`src/rtl/div_unit.sv`:
```
// div_unit: multi-cycle 32-bit restoring divider for DIV/DIVU.
// Result {remainder, quotient} is held with ready_o until start_i drops.
module div_unit (
    input  logic        clk,
    input  logic        rst,
    input  logic        signed_div_i,
    input  logic [31:0] opdata1_i,
    input  logic [31:0] opdata2_i,
    input  logic        start_i,
    input  logic        annul_i,
    output logic [63:0] result_o,
    output logic        ready_o
);
    typedef enum logic [1:0] {FREE, BYZERO, ON, END} state_t;
    state_t state, state_n;
    logic [5:0] cnt;
    logic [64:0] work;
    logic [31:0] divisor, mag1, mag2, quot, rem;
    logic [32:0] diff;
    logic neg1, neg2;
    assign mag1 = (signed_div_i && opdata1_i[31]) ? -opdata1_i : opdata1_i;
    assign mag2 = (signed_div_i && opdata2_i[31]) ? -opdata2_i : opdata2_i;
    assign diff = {1'b0, work[63:32]} - {1'b0, divisor};
    // sign flags are only latched in signed mode, so they double as the fixup enables
    assign quot = (neg1 ^ neg2) ? -work[31:0] : work[31:0];
    assign rem  = neg1 ? -work[64:33] : work[64:33];
    always_comb begin
        state_n = state;
        case (state)
            FREE:    state_n = (start_i && !annul_i) ? ((opdata2_i == 32'd0) ? BYZERO : ON) : FREE;
            BYZERO:  state_n = END;
            ON:      state_n = annul_i ? FREE : (cnt == 6'd32) ? END : ON;
            default: state_n = start_i ? END : FREE;
        endcase
    end
    always_ff @(posedge clk) begin
        if (rst)
            state <= FREE;
        else
            state <= state_n;
    end
    always_ff @(posedge clk) begin
        if (rst) begin
            cnt      <= 6'd0;
            work     <= 65'd0;
            divisor  <= 32'd0;
            neg1     <= 1'b0;
            neg2     <= 1'b0;
            ready_o  <= 1'b0;
            result_o <= 64'd0;
        end else begin
            if (state == FREE && state_n == ON) begin
                cnt     <= 6'd0;
                work    <= {32'd0, mag1, 1'b0};
                divisor <= mag2;
                neg1    <= signed_div_i & opdata1_i[31];
                neg2    <= signed_div_i & opdata2_i[31];
            end else if (state == ON && !annul_i && cnt != 6'd32) begin
                work <= diff[32] ? {work[63:0], 1'b0} : {diff[31:0], work[31:0], 1'b1};
                cnt  <= cnt + 6'd1;
            end
            ready_o  <= state_n == END;
            result_o <= (state == ON && state_n == END) ? {rem, quot} :
                        (state_n == END) ? result_o : 64'd0;
        end
    end
endmodule

```
`config.mk`:
```
export PLATFORM = sky130hd
export DESIGN_NAME = div_unit
export DESIGN_NICKNAME = d
export VERILOG_FILES = /design/src/rtl/div_unit.sv
export SDC_FILE = /design/constraint.sdc
export NUM_CORES = 1
export LEC_CHECK = 0
export BUFFER_PORTS_ARGS = -buffer_cell sky130_fd_sc_hd__buf_2
export CORE_MARGIN = 8
export CORE_UTILIZATION = 60
export DETAILED_ROUTE_END_ITERATION = 8
export PLACE_DENSITY = 0.82
export SLEW_MARGIN = 20
export SYNTH_ARGS = -nofsm -noshare
export SYNTH_HDL_FRONTEND = slang
export SYNTH_SLANG_ARGS = --single-unit
export TNS_END_PERCENT = 30
```
`constraint.sdc`:
```
create_clock -name clk -period 8.8 [get_ports clk]
set_input_delay 1.76 -clock clk [delete_from_list [all_inputs] [get_ports clk]]
set_output_delay 1.76 -clock clk [all_outputs]
set_load 0.01 [all_outputs]
```
==> results of run 1 <==
-- worst max-delay path: stages --
cell and delay [ps]:
buf_2 110, inv_1 50, ha_1 160, nand2b_1 90, nor4_1 610, nand3_2 340, nor4b_4 440, or4_2 200
buf_4 640, nor2_1 120, a221oi_1 240, nor2_1 70
-- cell type report --
type,instances,area (um2)
diodes,1,2.50
clock buffers,18,439
clock inverters,14,151
fillers,1495,5720
inverters,57,214
multi-input cells,1070,6710
flip-flops and latches,172,3440
well taps,229,287
repair buffers,144,748
-- through the flow --
stage / setup WS [ps] / util
after floorplan: 4730 / -
after global placement: 4020 / 0.644
after detailed placement: 3840 / 0.644
after CTS: 4310 / 0.677
after global routing: 3900 / 0.677
final: 4240 / 0.677
-- power by group through the flow --
| stage | logic [mW] | registers [mW] | clock network [mW] |
|---|---|---|---|
| after CTS | 0.449 | 0.836 | 0.763 |
| after global routing | 0.502 | 0.840 | 0.795 |
| after detailed placement | 0.445 | 0.854 | 0 |
| after global placement | 0.437 | 0.852 | 0 |
| final | 0.455 | 0.838 | 0.756 |
| after floorplan | 0.348 | 0.840 | 0 |
-- cells by family after synthesis --
group           share of synthesized area
compound gates                      0.236
xor+xnor                            0.121
fa+ha+maj                          0.0464
buf+inv                            0.0530
flops                               0.322
mux                                0.0215
simple gates                        0.200
-- flip-flops by register name, summed over array words and instances (netlist names) --
| name | flops |
|---|---|
| work | 65 |
| result_o | 64 |
| divisor | 32 |
| cnt | 6 |
| state | 2 |
| neg1 | 1 |
| neg2 | 1 |
| ready_o | 1 |
-- cell usage in the layout, fill, tap and decap left out, types with 4 or more instances in the layout --
cell,count
nor2_1,133
clkbuf_16,17
nand4_1,8
and3_1,7
o21ai_0,119
buf_2,133
inv_6,4
a311oi_1,16
nand2_1,205
dfxtp_1,172
a22oi_1,10
a221oi_1,6
nand3_1,15
buf_4,11
a211oi_1,45
or3_1,18
mux2i_1,23
a31oi_1,15
xor2_1,72
or4_1,11
inv_1,57
nor4_1,10
nor2b_1,6
a21o_1,11
o41ai_1,9
nand2b_1,12
a21oi_1,90
o31ai_1,24
ha_1,38
o41ai_2,4
nor3_1,15
xnor2_1,76
o21a_1,11
o211ai_1,8
-- routing by layer --
metal / track usage / up-vias / share of wire / wire, um
met1: 0.371 / 4693 / 0.49 / 13700
li1: - / 5028 / - / -
met2: 0.347 / 394 / 0.40 / 11300
met3: 0.0499 / 39 / 0.097 / 2730
met5: 0 / - / 0 / 0
met4: 0.0707 / 0 / 0.014 / 398
-- final timing paths --
path	start	to	slack, ps	cells after the start
setup reg to reg	work[32]	work[62]	4870	13
hold reg to reg	result_o[14]	result_o[14]	450	2
setup / recovery	opdata2_i[0]	work[13]	4240	12
hold / removal	result_o[14]	result_o[14]	450	2
==> metrics.md, run 1 <==
| Metric | Value |
|---|---|
| Net Sw Frac | 0.316 |
| Hold WS | 447 ps |
| Drt drc | 0 |
| Vias in the first global route | 9191 |
| Dpl cells | roughly 1700 |
| # port buffers | roughly 130 |
| Post-CTS Hold Buffers | 0 |
| Final hold vios | 0 |
| Synth cell count leaders | nand2_1 (205), dfxtp_1 (172), nor2_1 (134), o21ai_0 (119), a21oi_1 (91) |
| CTS Buf Count | 17 |
| Slew @ Worst Pin | roughly 1000 ps |
| Ys async rst share | 0 |
| Clock Skew | ~12 ps |
| Worst endpoint required time | 9090 ps |
| Clock root buffer | clkbuf_16 |
| Drt total wl | around 28000 um |
| CP Capture Type | flop |
| Share of cells above drive strength 1 | 0.139 |
| Clock slew at reported path FFs | approximately 70 ps |
| Internal power | roughly 1.4 mW |
| Nets | ~1600 |
| Boundary pin count | 134 |
| VDD IR max | between 100 and 150 uV |
| Effective utilization at floorplan | 0.603 |
| DP HPWL | ~21000 um |
| WS Path Type | in2reg |
| Post-synthesis cell type count | 63 |
| Most common cell in the synthesized netlist | nand2_1 |
| Core area | about 18000 um2 |
| Seq/Total Area, Yosys | 0.322 |
| Power Dens Cells | ~170 nW/um2 |
| Initial antenna violation count | 2 |
| Total number of vias | approximately 10000 |
| GRT overflow | 0 |
| Max-slew violation count | 0 |
| Post-Syn Area | approximately 11000 um2 |
| Clock power share | 0.369 |
| Final setup violation count | 0 |
| Post-cts gate resize count | 0 |
| CP Data Arrival Time | about 4900 ps |
| Wire per inst | 16.5 um |
| Unrepaired setup endpoints after global routing | false |
| Area leader, netlist | dfxtp_1 |
| Lkg Pwr | between 4 and 5 nW |
| Total negative setup slack | 0 ps |
| Setup bufs post-CTS | 0 |
| NetSw | 648 uW |
| Antenna-violating nets left | 0 |
| Max_cap viols | 0 |
| Placed Area | 11400 um2 |
| Synthesized flop and latch total | about 170 |
| Pwr Total | 2.05 mW |
| Fin cells | ~1700 |
| Post-Syn Area per Cell | 7.74 um2 |
| Total GRT Usage | 0.248 |
| Global-route wire length before repair | 45700 um |
| Die height | 149 um |
| Status | completed |
| First-pass DRT Iterations | 5 |
| Vias/cell | 5.96 |
| Minimum clock period | 4560 ps |
| Skew-Pair Late Insertion Delay | ~440 ps |
| EDFF count, synth | 0 |
| Top cells by area, synth | dfxtp_1 (32%), nand2_1 (7.2%), xnor2_1 (6.2%) |
| CTS Sinks | ~170 |
| Fmax | roughly 0.22 GHz |
| Worst setup SP type | input port |
| Die width | 149 um |
| Placer Congestion | between 0.9 and 1 |
| Deepest clock path buffer count | 2 |
| DR iter-0 viols | between 800 and 900 |
| Dominant synthesized flop cell | dfxtp_1 |
| Final instance area | between 10000 and 15000 um2 |
| Crit-path max FO | 87 |
| Largest net degree at the start of global routing | 88 |
| Type of the worst min-delay path | reg2reg |
| Final worst-path cycle share | 0.518 |
| Synthesized Nets | between 1000 and 1500 |
| Die area | 22300 um2 |
| Slew Limit Headroom | 0.323 |
| Synth Warn # | 0 |
| Syn Inst Count | between 1000 and 1500 |
| Post-synth top area share | 0.322 |
| CTS tree | yes |
| Max H-tree Level | 4 |
| Sequential power share | 0.409 |
| Row cnt | 49 |
| Layout area overhead | 12.3% |
| Combinational share of power | 0.222 |
(Power assumes the default switching activity.)
==> run 2: changes to the inputs <==
Settings changed: CORE_UTILIZATION 60 to 59, PLACE_DENSITY 0.82 to 0.81.
Clock period 8.8 ns to 4.5 ns, I/O delays scaled along.
==> run 2 against run 1 <==
Net effect:
- clock-buffer cell count up 2
- worst setup slack worse by 3400 ps
- sequential power up 96%
- first-iteration DRC count up 20%
- critical path depth up 1
- clock power up 96%
- die area up 1.5%
- combinational power up 100%
- register-to-register slack worse by 4100 ps
- hold slack worse by 1.5 ps
- wire length up 2.2%
- clock skew up 0.84 ps
- critical path type is now reg2reg
- critical endpoint is now work[35]
==> metrics.md, run 2 (same netlist as run 1, synthesis figures left out) <==
| Metric | Value |
|---|---|
| Top reg by flops | work |
| Drt drc | 0 |
| Die area | about 23000 um2 |
| Final setup violation count | 0 |
| Status | completed |
| Clock Skew | 12.6 ps |
| Pre-CTS setup slack | 830 ps |
| Setup bufs post-CTS | 0 |
| # port buffers | about 130 |
| CP Data Arrival Time | around 4000 ps |
| Worst endpoint required time | just under 5000 ps |
| GR met3 Demand/Resource | 0.0502 |
| Chain of cells forming the critical path | inv_1 > ha_1 > fa_1 > nand2b_1 > a21o_1 > a31oi_1 > a21oi_1 > o31a_1 > o21ai_4 > buf_4 > nor2_1 > a311oi_1 > nor3_1 |
| CTS tree | yes |
| WS Path Type | reg2reg |
| Pwr Total | slightly above 4 mW |
| Largest net degree at the start of global routing | 88 |
| Crit-path max FO | 15 |
| CTS Sinks | between 150 and 200 |
| Die width | ~150 um |
| CTS Buf Count | 17 |
| Unrepaired setup endpoints after global routing | false |
| Register Area | between 3000 and 4000 um2 |
| Total negative setup slack | 0 ps |
| Final hold vios | 0 |
| Top Registers | work (65), result_o (64), divisor (32) |
| Deepest clock path buffer count | 2 |
| First-pass DRT Iterations | 7 |
| Type of the worst min-delay path | reg2reg |
| CP Capture Type | flop |
| Row cnt | 49 |
| Max-slew violation count | 0 |
| Vias in the first global route | about 9100 |
| Clock root buffer | clkbuf_16 |
| Commonest cells after routing, fill and taps aside | nand2_1 (205), dfxtp_1 (172), nor2_1 (133), buf_2 (133), o21ai_0 (119) |
| Worst setup SP type | flop |
| Minimum clock period | about 3700 ps |
| Slowest stage cell on the critical path | o21ai_4 |
| Power Dens Cells | about 330 nW/um2 |
| Area of the multi-input gates | around 6700 um2 |
| Placed Area | ~11000 um2 |
| GRT overflow | 0 |
| Post-CTS Hold Buffers | 0 |
| Gr busiest metal | met1 |
| Slew Limit Headroom | 0.406 |
| Lkg Pwr | ~4.9 nW |
| Total GRT Usage | 0.250 |
| Final WS setup | about 800 ps |
| Max reg flops | 65 |
| Total number of vias | between 10000 and 15000 |
| Global-route wire length before repair | 46000 um |
| Placer Congestion | a little over 0.9 |
| Delay of the slowest critical-path stage | approximately 450 ps |
| VDD IR max | ~260 uV |
| Fin cells | around 1700 |
| Wire per inst | 16.8 um |
| Slew @ Worst Pin | between 800 and 900 ps |
| Die height | roughly 150 um |
| Initial antenna violation count | 1 |
| Max_cap viols | 0 |
| Fillers | 1548 |
| Skew-Pair Late Insertion Delay | around 430 ps |
| Post-cts gate resize count | 0 |
| Commonest non-fill, non-tap cell in the layout | nand2_1 |
| DR iter-0 viols | 962 |
| Max H-tree Level | 4 |
| WP buf/inv | 2 |
| Final worst-path cycle share | 0.823 |
| Clock slew at reported path FFs | around 70 ps |
| Fmax | roughly 0.27 GHz |
| Boundary pin count | about 130 |
| Cell family with most CP delay | compound AO/OA/AOI/OAI gates |
| Nets | between 1500 and 2000 |
| GR Util met2 | 0.346 |
| Core area | roughly 18000 um2 |
| Dpl cells | between 1500 and 2000 |
| Effective utilization at floorplan | 0.599 |
| Vias/cell | between 5 and 6 |
| Layout area overhead | 12.7% |
| Grt met1 use | 0.380 |
| Share of cells above drive strength 1 | 0.140 |
| Final instance area | between 10000 and 15000 um2 |
| Drt total wl | 28700 um |
| DP HPWL | roughly 22000 um |
| Antenna-violating nets left | 0 |
==> run 2: path summary, 6_finish.rpt <==
path	startpoint	end	slack (ps)	cells after the start
setup / recovery	work[32]	work[35]	800	13
hold / removal	result_o[35]	result_o[35]	450	2
setup reg to reg	work[32]	work[35]	800	13
hold reg to reg	result_o[35]	result_o[35]	450	2
==> run 2: power breakdown <==
group	internal [mW]	leakage (nW)	switching, mW
Sequential	1.57	1.40	0.0671
Clock	0.852	0.285	0.628
Combinational	0.373	3.17	0.537
==> run 2: routing by layer <==
metal  wire (um)  part of all wire  up-vias
met4         303             0.011        2
met1       13800              0.48     4669
met2       11500              0.40      433
li1            -                 -     5041
met5          41            0.0014        -
met3        3030              0.11       35
==> run 2: worst min-delay path, cell delays in order, from the launching register on <==
cell	delay, ps
dfxtp_1	320
nand2_1	40
o21ai_0	50
==> run 2: metrics by stage <==
stage,hold WS (ps),utilization
2_1_floorplan,432,-
3_3_place_gp,429,0.642
3_5_place_dp,437,0.642
4_1_cts,453,0.675
5_1_grt,475,0.675
6_report,446,0.675
==> run 2: cell type report <==
type / count / share of cell area
timing repair buffer: 148 / 0.0656
antenna: 2 / 0.000415
inverter: 57 / 0.0178
multi-input combinational: 1070 / 0.557
clock inverter: 11 / 0.0112
clock buffer: 20 / 0.0379
sequential: 172 / 0.286
tap: 229 / 0.0238
